==> src/rtl/tag_array_pkg.sv <==
// Shared types and helpers for the N-way tag array.
//   op_e    : request opcodes carried on req_op
//   state_e : control FSM states
//   clog2 / wwidth : width helpers for way indices
package tag_array_pkg;

  typedef enum logic [1:0] {
    OP_LOOKUP = 2'd0,
    OP_FILL   = 2'd1,
    OP_INVAL  = 2'd2,
    OP_FLUSH  = 2'd3
  } op_e;

  typedef enum logic [1:0] {
    ST_INIT  = 2'd0,
    ST_IDLE  = 2'd1,
    ST_RESP  = 2'd2,
    ST_WRITE = 2'd3
  } state_e;

  function automatic int unsigned clog2(input int unsigned v);
    int unsigned r;
    r = 0;
    while ((32'd1 << r) < v) r = r + 1;
    return r;
  endfunction

  // Way-index width; a direct-mapped array still carries a 1-bit way field.
  function automatic int unsigned wwidth(input int unsigned ways);
    return (clog2(ways) < 1) ? 1 : clog2(ways);
  endfunction

endpackage

==> src/rtl/tag_way_ram.sv <==
// Single-port synchronous-read RAM holding one way of the tag array.
//   clock : rising-edge clock
//   we    : write enable, mem[addr] <= wdata at the edge
//   addr  : read/write address; read address is registered
//   wdata : write data {valid, tag}
//   rdata : data at the address registered on the previous edge
module tag_way_ram #(
  parameter int unsigned AWIDTH = 3,
  parameter int unsigned DWIDTH = 17
) (
  input  logic              clock,
  input  logic              we,
  input  logic [AWIDTH-1:0] addr,
  input  logic [DWIDTH-1:0] wdata,
  output logic [DWIDTH-1:0] rdata
);

  localparam int unsigned DEPTH = 1 << AWIDTH;

  logic [DWIDTH-1:0] mem [DEPTH];
  logic [AWIDTH-1:0] addr_q;

  // Storage array has no reset; the owner clears it with a sweep.
  always_ff @(posedge clock) begin
    if (we) mem[addr] <= wdata;
    addr_q <= addr;
  end

  assign rdata = mem[addr_q];

endmodule

==> src/rtl/tag_array_nway.sv <==
// N-way cache tag array: per-set valid bits, parallel tag compare,
// invalid-first then round-robin victim selection, sweep-cleared storage.
//   clock, reset_n          : clock, async active-low reset
//   req_valid/req_ready     : command handshake
//   req_op/req_index/req_tag: command, set index, tag
//   rsp_valid               : one-cycle response pulse
//   rsp_hit/rsp_way         : hit flag and hit (or written) way
//   rsp_victim              : replacement candidate, LOOKUP only
module tag_array_nway
  import tag_array_pkg::*;
#(
  parameter  int unsigned AWIDTH = 3,
  parameter  int unsigned TWIDTH = 16,
  parameter  int unsigned WAYS   = 2,
  localparam int unsigned WWIDTH = wwidth(WAYS)
) (
  input  logic              clock,
  input  logic              reset_n,
  input  logic              req_valid,
  output logic              req_ready,
  input  logic [1:0]        req_op,
  input  logic [AWIDTH-1:0] req_index,
  input  logic [TWIDTH-1:0] req_tag,
  output logic              rsp_valid,
  output logic              rsp_hit,
  output logic [WWIDTH-1:0] rsp_way,
  output logic [WWIDTH-1:0] rsp_victim
);

  localparam int unsigned DEPTH  = 1 << AWIDTH;
  localparam int unsigned DWIDTH = TWIDTH + 1;

  state_e            state_q, state_d;
  logic [AWIDTH-1:0] sweep_q;
  op_e               op_q;
  logic [AWIDTH-1:0] idx_q;
  logic [TWIDTH-1:0] tag_q;
  logic [WWIDTH-1:0] ptr_q [DEPTH];

  logic [DWIDTH-1:0] rdata [WAYS];
  logic [WAYS-1:0]   we_c;
  logic [AWIDTH-1:0] addr_c;
  logic [DWIDTH-1:0] wdata_c;
  logic              accept_c;

  logic              hit_c, inv_found_c;
  logic [WWIDTH-1:0] hit_way_c, inv_way_c, victim_c, sel_way_c, ptr_nxt_c;
  logic [WWIDTH-1:0] way_c, vic_c;

  logic              hit_q;
  logic [WWIDTH-1:0] way_q, victim_q;

  assign accept_c = req_valid && req_ready && (state_q == ST_IDLE);

  // Per-way RAMs
  for (genvar w = 0; w < WAYS; w++) begin : g_way
    tag_way_ram #(.AWIDTH(AWIDTH), .DWIDTH(DWIDTH)) u_ram (
      .clock (clock),
      .we    (we_c[w]),
      .addr  (addr_c),
      .wdata (wdata_c),
      .rdata (rdata[w])
    );
  end

  // Parallel compare; descending scan leaves the lowest-numbered way selected.
  always_comb begin
    hit_c       = 1'b0;
    hit_way_c   = '0;
    inv_found_c = 1'b0;
    inv_way_c   = '0;
    for (int w = int'(WAYS) - 1; w >= 0; w--) begin
      if (rdata[w][TWIDTH] && (rdata[w][TWIDTH-1:0] == tag_q)) begin
        hit_c     = 1'b1;
        hit_way_c = WWIDTH'(w);
      end
      if (!rdata[w][TWIDTH]) begin
        inv_found_c = 1'b1;
        inv_way_c   = WWIDTH'(w);
      end
    end
    victim_c  = inv_found_c ? inv_way_c : ptr_q[idx_q];
    sel_way_c = (op_q == OP_FILL && !hit_c) ? victim_c : hit_way_c;
    ptr_nxt_c = (WAYS == 1) ? '0 : ptr_q[idx_q] + WWIDTH'(1);
    way_c     = sel_way_c;
    vic_c     = (op_q == OP_LOOKUP) ? victim_c : '0;
  end

  // State register
  always_ff @(posedge clock or negedge reset_n) begin
    if (!reset_n) state_q <= ST_INIT;
    else          state_q <= state_d;
  end

  // Next-state logic
  always_comb begin
    state_d = state_q;
    case (state_q)
      ST_INIT:  if (sweep_q == AWIDTH'(DEPTH - 1)) state_d = ST_IDLE;
      ST_IDLE: begin
        if (accept_c) begin
          case (op_e'(req_op))
            OP_LOOKUP: state_d = ST_RESP;
            OP_FLUSH:  state_d = ST_INIT;
            default:   state_d = ST_WRITE;
          endcase
        end
      end
      default:  state_d = ST_IDLE;
    endcase
  end

  // RAM control: sweep writes in INIT, fill/inval writes in WRITE.
  always_comb begin
    we_c    = '0;
    addr_c  = req_index;
    wdata_c = '0;
    case (state_q)
      ST_INIT: begin
        we_c   = '1;
        addr_c = sweep_q;
      end
      ST_WRITE: begin
        addr_c = idx_q;
        if (op_q == OP_FILL || hit_c) begin
          wdata_c = {(op_q == OP_FILL), tag_q};
          for (int w = 0; w < int'(WAYS); w++) we_c[w] = (WWIDTH'(w) == sel_way_c);
        end
      end
      default: ;
    endcase
  end

  // Handshake, command capture, sweep counter and response hold registers
  always_ff @(posedge clock or negedge reset_n) begin
    if (!reset_n) begin
      req_ready <= 1'b0;
      rsp_valid <= 1'b0;
      sweep_q   <= '0;
      op_q      <= OP_LOOKUP;
      idx_q     <= '0;
      tag_q     <= '0;
      hit_q     <= 1'b0;
      way_q     <= '0;
      victim_q  <= '0;
    end else begin
      req_ready <= (state_d == ST_IDLE);
      rsp_valid <= accept_c && (op_e'(req_op) != OP_FLUSH);
      if (state_q == ST_INIT) sweep_q <= sweep_q + AWIDTH'(1);
      if (accept_c) begin
        op_q  <= op_e'(req_op);
        idx_q <= req_index;
        tag_q <= req_tag;
      end
      if (rsp_valid) begin
        hit_q    <= hit_c;
        way_q    <= way_c;
        victim_q <= vic_c;
      end
    end
  end

  // Round-robin pointers advance only when a fill evicts a valid line.
  always_ff @(posedge clock or negedge reset_n) begin
    if (!reset_n) begin
      for (int i = 0; i < int'(DEPTH); i++) ptr_q[i] <= '0;
    end else if (state_q == ST_INIT) begin
      ptr_q[sweep_q] <= '0;
    end else if (state_q == ST_WRITE && op_q == OP_FILL && !hit_c && !inv_found_c) begin
      ptr_q[idx_q] <= ptr_nxt_c;
    end
  end

  // Response fields come straight off the read port while valid, else hold.
  assign rsp_hit    = rsp_valid ? hit_c : hit_q;
  assign rsp_way    = rsp_valid ? way_c : way_q;
  assign rsp_victim = rsp_valid ? vic_c : victim_q;

endmodule

==> config.mk <==
export PLATFORM = sky130hd
export DESIGN_NAME = tag_array_nway
export DESIGN_NICKNAME = d
export VERILOG_FILES = /design/src/rtl/tag_array_pkg.sv /design/src/rtl/tag_way_ram.sv /design/src/rtl/tag_array_nway.sv
export SDC_FILE = /design/constraint.sdc
export NUM_CORES = 1
export LEC_CHECK = 0
export CAP_MARGIN = 5
export CORE_MARGIN = 4
export CORE_UTILIZATION = 47
export CTS_BUF_LIST = sky130_fd_sc_hd__clkbuf_8 sky130_fd_sc_hd__clkbuf_16
export CTS_CLUSTER_SIZE = 28
export DETAILED_ROUTE_END_ITERATION = 10
export PLACE_DENSITY = 0.67
export SYNTH_ARGS = -nofsm -noshare
export SYNTH_HDL_FRONTEND = slang
export SYNTH_HIERARCHICAL = 1
export SYNTH_SLANG_ARGS = --single-unit
==> constraint.sdc <==
create_clock -name clock -period 4.3 [get_ports clock]
set_input_delay 0.86 -clock clock [delete_from_list [all_inputs] [get_ports clock]]
set_output_delay 0.86 -clock clock [all_outputs]
set_load 0.01 [all_outputs]
==> impl_metrics.env, run 1 <==
export IMPL_yosysTopAreaCellShare_pct=62.6
export IMPL_fmaxAchievable_mhz=231
export IMPL_gp_congestion=0.774
export IMPL_status="finished, violations left"
export IMPL_instances_no_fill=1144
export IMPL_r2r_end="g_way[1].u_ram/mem[6][5]$_DFFE_PP_"
export IMPL_path_max_fanout=4
export IMPL_drv_cap=0
export IMPL_core_sq_mm=0.0272
export IMPL_violations="negative setup slack"
export IMPL_grt_overflow_total=0
export IMPL_worstPathRequired_ns=3.44
export IMPL_grt_use_total_pct=17.4
export IMPL_clock_sinks=317
export IMPL_start_kind="register"
export IMPL_postSynthCellCount=657
export IMPL_synth_ff_type="edfxtp_1"
export IMPL_slew_headroom_pct=22.5
export IMPL_setup_violations=1
export IMPL_total_power_mw=9.86
export IMPL_fin_worst_skew_ns=0.0186
export IMPL_combPwrFrac_pct=29.1
export IMPL_firstDrtPassIters=5
export IMPL_grt_max_degree=40
export IMPL_antenna_found_initial=0
export IMPL_worst_slack_ns=-0.0325
export IMPL_p_clk_share_pct=29.9
export IMPL_cts_path_max_buffers=3
export IMPL_dpl_hpwl_mm=16.0
export IMPL_start_util_pct=48.0
export IMPL_clock_latency_ns=0.50
export IMPL_vias_per_cell=5.66
export IMPL_yosysTopAreaCell="edfxtp_1"
export IMPL_p_per_area_mw_per_mm2=634
export IMPL_hold_violations=0
export IMPL_synthMostInstantiatedCell="edfxtp_1"
export IMPL_ff2ff_setup_slack_ns=0.31
export IMPL_switching_share_pct=28.7
export IMPL_netSwitchingPower_mw=2.83
export IMPL_die_area_sq_mm=0.0305
export IMPL_drc=0
export IMPL_grt_pass1_vias=6724
export IMPL_leakage_nw=5.53
export IMPL_ys_async_sr_fraction_pct=12.3
export IMPL_cts_tree="yes"
export IMPL_multi_input_area_sq_mm=0.00368
export IMPL_synth_commonest_cells="edfxtp_1, mux2_2, mux4_1"
export IMPL_cp_end_kind="output pin"
export IMPL_crit_path_max_incr_delay_ns=0.48
export IMPL_postRouteAntennaNets=0
export IMPL_pin_count=29
export IMPL_wl_mm=26.5
export IMPL_finalNetCount=777
export IMPL_worstHoldPathType="primary input to async pin"
export IMPL_synth_edf_count=272
export IMPL_ys_types=44
export IMPL_layout_min_cycle_time_ns=4.33
export IMPL_dp_cells=1070
export IMPL_slowest_stage="mux4_2"
export IMPL_crit_chain="buf_12 > buf_16 > buf_4 > mux4_2 > mux2_4 > xor2_1 > nor4_2 > nand4_1 > buf_4 > or2_4 > a21oi_4 > mux2_4 > buf_6"
export IMPL_vdd_ir_drop_max_v=0.000431
export IMPL_std_cell_rows=60
export IMPL_rr_worst_depth=15
export IMPL_arrival_ns=3.47
export IMPL_antenna_cells=0
export IMPL_avgSynthCellArea_sq_um=19.9
export IMPL_syn_nets=687
export IMPL_ys_seq_elements=317
export IMPL_syn_to_final_growth_pct=19.2
export IMPL_cts_hold_buffers_added=0
export IMPL_drv_slew=0
export IMPL_fin_crit_sh_pct=101
export IMPL_fill_cells=2009
export IMPL_num_vias=6473
export IMPL_synth_warnings=6
export IMPL_cts_root_buf="clkbuf_16"
export IMPL_wl_per_cell_um=23.1
export IMPL_io_buffers=28
export IMPL_crit_type="register to output pin"
export IMPL_power_frac_seq_pct=41.0
export IMPL_worstMarginPinSlew_ns=1.16
export IMPL_regArea_sq_mm=0.00927
export IMPL_yosys_top_cells_area="edfxtp_1, mux4_1, dfrtp_1, mux2_2, mux4_2"
export IMPL_synth_seq_area_share_pct=71.0
export IMPL_drt_initial_drc_count=463
export IMPL_clk_pin_slew_ns=0.06
export IMPL_die_y_um=175
export IMPL_cts_buffers=34
export IMPL_rsz0062_at_grt="yes"
export IMPL_die_w_um=175
export IMPL_drive_gt1_share_pct=27.8
export IMPL_grt_first_pass_wirelength_mm=40.3
export IMPL_power_internal_mw=7.03
export IMPL_synth_area_sq_mm=0.0131
export IMPL_htreeDepth=2
[sequential cells by signal, indices dropped and copies added, names as in the netlist, named ones only]
signal / flops
g_way.u_ram/mem: 272
hit_q: 1
idx_q: 3
op_q: 2
ptr_q: 8
req_ready: 1
rsp_valid: 1
state_q: 2
sweep_q: 3
tag_q: 16
victim_q: 1
way_q: 1
[cell type report]
type	instances	area share [%]
sequential	317	59.6
tap	372	2.99
timing repair buffer	83	6.29
clock inverter	23	1.50
inverter	6	0.145
multi-input combinational	305	23.6
clock buffer	38	5.89
[power groups by stage]
stage / clock (mW) / sequential, mW / combinational (mW)
after detailed placement: 0 / 4.09 / 2.64
final: 2.94 / 4.04 / 2.87
after global placement: 0 / 4.07 / 2.60
after global routing: 3.14 / 4.08 / 3.07
after CTS: 3.00 / 4.04 / 2.87
after floorplan: 0 / 3.93 / 1.92
[kinds of logic after synthesis]
group | count (synthesis) | share of synthesized area [%]
multiplexers | 134 | 19.0
buffers and inverters | 35 | 1.59
AND/OR/NAND/NOR | 103 | 4.16
adder cells (fa/ha/maj) | 6 | 0.575
flip-flops | 317 | 71.0
XOR/XNOR | 33 | 2.21
AO/OA/AOI/OAI | 29 | 1.50
[through the flow]
stage	worst slack (ns)	TNS [ns]	cell area, sq um	hold WS [ns]	utilization, %
final	-0.0325	-0.0325	15600	0.500	57.3
after global routing	-0.158	-0.158	15600	0.515	57.3
after CTS	-0.0708	-0.0708	15600	0.505	57.3
after detailed placement	0.0128	0	14200	0.490	52.2
after global placement	-0.0142	-0.0142	14200	0.489	52.2
after floorplan	0.225	0	13100	0.493	-
[worst max-delay path, delay by kind of cell (launching register included)]
family                 cells  cell delay, ns
AND/OR/NAND/NOR            3            0.70
XOR/XNOR                   1            0.17
multiplexers               3            0.94
flip-flops                 1            0.40
buffers and inverters      5            0.62
AO/OA/AOI/OAI              1            0.13
[cells in the final DEF, fill, tap and decap left out, types with 14 or more instances in the layout]
| cell type | instances |
|---|---|
| mux4_1 | 44 |
| xor2_1 | 29 |
| dfrtp_1 | 39 |
| mux2_2 | 53 |
| nand2_1 | 18 |
| and2_1 | 16 |
| inv_1 | 14 |
| buf_4 | 32 |
| edfxtp_1 | 272 |
| mux4_2 | 26 |
| buf_12 | 20 |
| clkdlybuf4s50_1 | 25 |
| clkbuf_16 | 35 |
| nor2_1 | 17 |
[worst max-delay path by stage]
stage	end	slack, ns
finish	rsp_way	-0.03
global route	rsp_way	-0.16
CTS	rsp_way	-0.07
detailed placement	rsp_way	0.01
global placement	rsp_way	-0.01
floorplan	g_way[0].u_ram/mem[4][0]$_DFFE_PP_	0.22
[repair_timing]
item / in CTS / in global routing
endpoints found under the setup margin: 2 / 2
endpoints found under the hold margin: 0 / 0
pin swaps: 7 / 5
cloned: 3 / 0
setup buffers: 9 / 2
gates resized for setup: 21 / 12
[routing by layer]
layer,vias up,GRT usage (%),share of wire (%)
met5,-,0,0
met4,0,3.99,1.6
met1,3367,23.6,43
met3,39,3.25,5.1
li1,2858,-,-
met2,209,29.6,51
Note: power is estimated with default switching activity, not from simulation.
==> inputs of run 2 (changes only) <==
--- a/config.mk
+++ b/config.mk
@@ -8,10 +8,11 @@
 export CAP_MARGIN = 5
 export CORE_MARGIN = 4
 export CORE_UTILIZATION = 47
-export CTS_BUF_LIST = sky130_fd_sc_hd__clkbuf_8 sky130_fd_sc_hd__clkbuf_16
+export CTS_BUF_LIST = sky130_fd_sc_hd__clkbuf_4 sky130_fd_sc_hd__clkbuf_8
 export CTS_CLUSTER_SIZE = 28
 export DETAILED_ROUTE_END_ITERATION = 10
 export PLACE_DENSITY = 0.67
+export SKIP_CTS_REPAIR_TIMING = 1
 export SYNTH_ARGS = -nofsm -noshare
 export SYNTH_HDL_FRONTEND = slang
 export SYNTH_HIERARCHICAL = 1
==> impl_metrics.env, run 2 (synthesis gave the netlist of run 1 again) <==
export IMPL_crit_type="register to output pin"
export IMPL_grt_overflow_total=0
export IMPL_worstHoldPathType="primary input to async pin"
export IMPL_start_kind="register"
export IMPL_fin_util_pct=56.6
export IMPL_clock_sinks=317
export IMPL_instances_no_fill=1170
export IMPL_wl_met1_mm=11.3
export IMPL_arrival_ns=3.39
export IMPL_antenna_cells=0
export IMPL_top_regs="g_way.u_ram/mem: 272 flops, tag_q: 16 flops, ptr_q: 8 flops"
export IMPL_syn_to_final_growth_pct=17.8
export IMPL_route_met2_wl_mm=13.1
export IMPL_layout_common_cells="edfxtp_1, clkbuf_8, mux2_2"
export IMPL_setup_tns_ns=0
export IMPL_rsz0062_at_grt="yes"
export IMPL_vias_per_cell=5.60
export IMPL_die_w_um=175
export IMPL_cts_tree="yes"
export IMPL_cp_end_kind="output pin"
export IMPL_core_sq_mm=0.0272
export IMPL_dpl_hpwl_mm=16.0
export IMPL_antenna_found_initial=0
export IMPL_wl_mm=26.3
export IMPL_dp_cells=1070
export IMPL_leakage_nw=5.47
export IMPL_rr_worst_depth=10
export IMPL_fin_crit_sh_pct=98.9
export IMPL_htreeDepth=2
export IMPL_holdWs_ns=0.444
export IMPL_num_vias=6551
export IMPL_grt_max_degree=40
export IMPL_postRouteAntennaNets=0
export IMPL_largest_reg_flops=272
export IMPL_fin_worst_skew_ns=0.0289
export IMPL_drt_initial_drc_count=532
export IMPL_stdcell_area_sq_mm=0.0154
export IMPL_fmaxAchievable_mhz=235
export IMPL_drive_gt1_share_pct=30.6
export IMPL_path_max_fanout=8
export IMPL_finalNetCount=788
export IMPL_std_cell_rows=60
export IMPL_clock_latency_ns=0.57
export IMPL_gp_congestion=0.774
export IMPL_worstMarginPinSlew_ns=1.19
export IMPL_cts_buffers=50
export IMPL_slew_headroom_pct=20.7
export IMPL_drv_cap=0
export IMPL_io_buffers=28
export IMPL_layout_min_cycle_time_ns=4.25
export IMPL_grt_first_pass_wirelength_mm=39.8
export IMPL_wl_per_cell_um=22.5
export IMPL_grt_pass1_vias=6703
export IMPL_grt_use_total_pct=17.2
export IMPL_pin_count=29
export IMPL_drc=0
export IMPL_firstDrtPassIters=5
export IMPL_layout_commonest_cell="edfxtp_1"
export IMPL_status="completed"
export IMPL_routed_top_layer="met4"
export IMPL_start_util_pct=48.0
export IMPL_wl_met3_mm=1.40
export IMPL_cts_root_buf="clkbuf_8"
export IMPL_vdd_ir_drop_max_v=0.000334
export IMPL_place_area_sq_mm=0.0142
export IMPL_hold_violations=0
export IMPL_die_y_um=175
export IMPL_die_area_sq_mm=0.0305
export IMPL_largest_register="g_way.u_ram/mem"
export IMPL_worstPathRequired_ns=3.44
export IMPL_setup_violations=0
export IMPL_p_per_area_mw_per_mm2=611
export IMPL_drv_slew=0
export IMPL_cts_path_max_buffers=3
export IMPL_clk_pin_slew_ns=0.06
==> run 2: cell types whose count changed in the layout (fill, tap and decap cells not counted), sizes merged <==
cell | before | now
dlymetal6s2s | 0 | 1
bufinv | 5 | 1
buf | 57 | 50
inv | 15 | 8
clkinv | 8 | 14
clkbuf | 39 | 77
clkinvlp | 1 | 0
==> run 2: stage by stage <==
| stage | setup WS [ns] | power, mW |
|---|---|---|
| after global placement | -0.0142 | 6.68 |
| after floorplan | 0.225 | 5.84 |
| after CTS | -0.623 | 9.32 |
| after global routing | -0.116 | 9.84 |
| final | 0.0459 | 9.39 |
| after detailed placement | 0.0128 | 6.73 |
==> run 2: layout make-up <==
class	instances	area, sq um
fillers	2050	11800
flip-flops and latches	317	9270
clock buffers	75	938
multi-input cells	305	3660
inverters	6	22.5
repair buffers	78	903
well taps	372	465
clock inverters	17	113
==> run 2: metal layers <==
layer	global-route usage (%)	vias up
met5	0	-
met4	5.01	0
met3	3.42	46
met2	28.4	225
met1	23.7	3394
li1	-	2886
==> run 2: critical path, cell delays in order (launching register included) <==
cell and delay (ns):
dfxtp_4 0.40, buf_12 0.15, mux4_1 0.55, mux2_2 0.28, xor2_1 0.17, nor4_2 0.31
nand4_1 0.23, or2_4 0.32, a21oi_4 0.13, mux2_4 0.16, clkbuf_2 0.12
==> run 2: final timing paths <==
path / startpoint / endpoint / slack [ns]
max in group asynchronous: reset_n / tag_q[4]$_DFFE_PN0P_ / 3.25
hold reg to reg: hit_q$_DFF_PN0_ / hit_q$_DFF_PN0_ / 0.49
setup reg to reg: register / g_way[0].u_ram/mem[5][14]$_DFFE_PP_ / 0.40
min in group clock: hit_q$_DFF_PN0_ / hit_q$_DFF_PN0_ / 0.49
setup / recovery: register / rsp_way / 0.05
hold / removal: reset_n / sweep_q[1]$_DFFE_PN0P_ / 0.44
==> run 2: report_power, final <==
| part | switching (mW) | internal [mW] |
|---|---|---|
| sequential | 0.323 | 3.72 |
| combinational | 1.37 | 1.41 |
| clock | 1.11 | 1.46 |
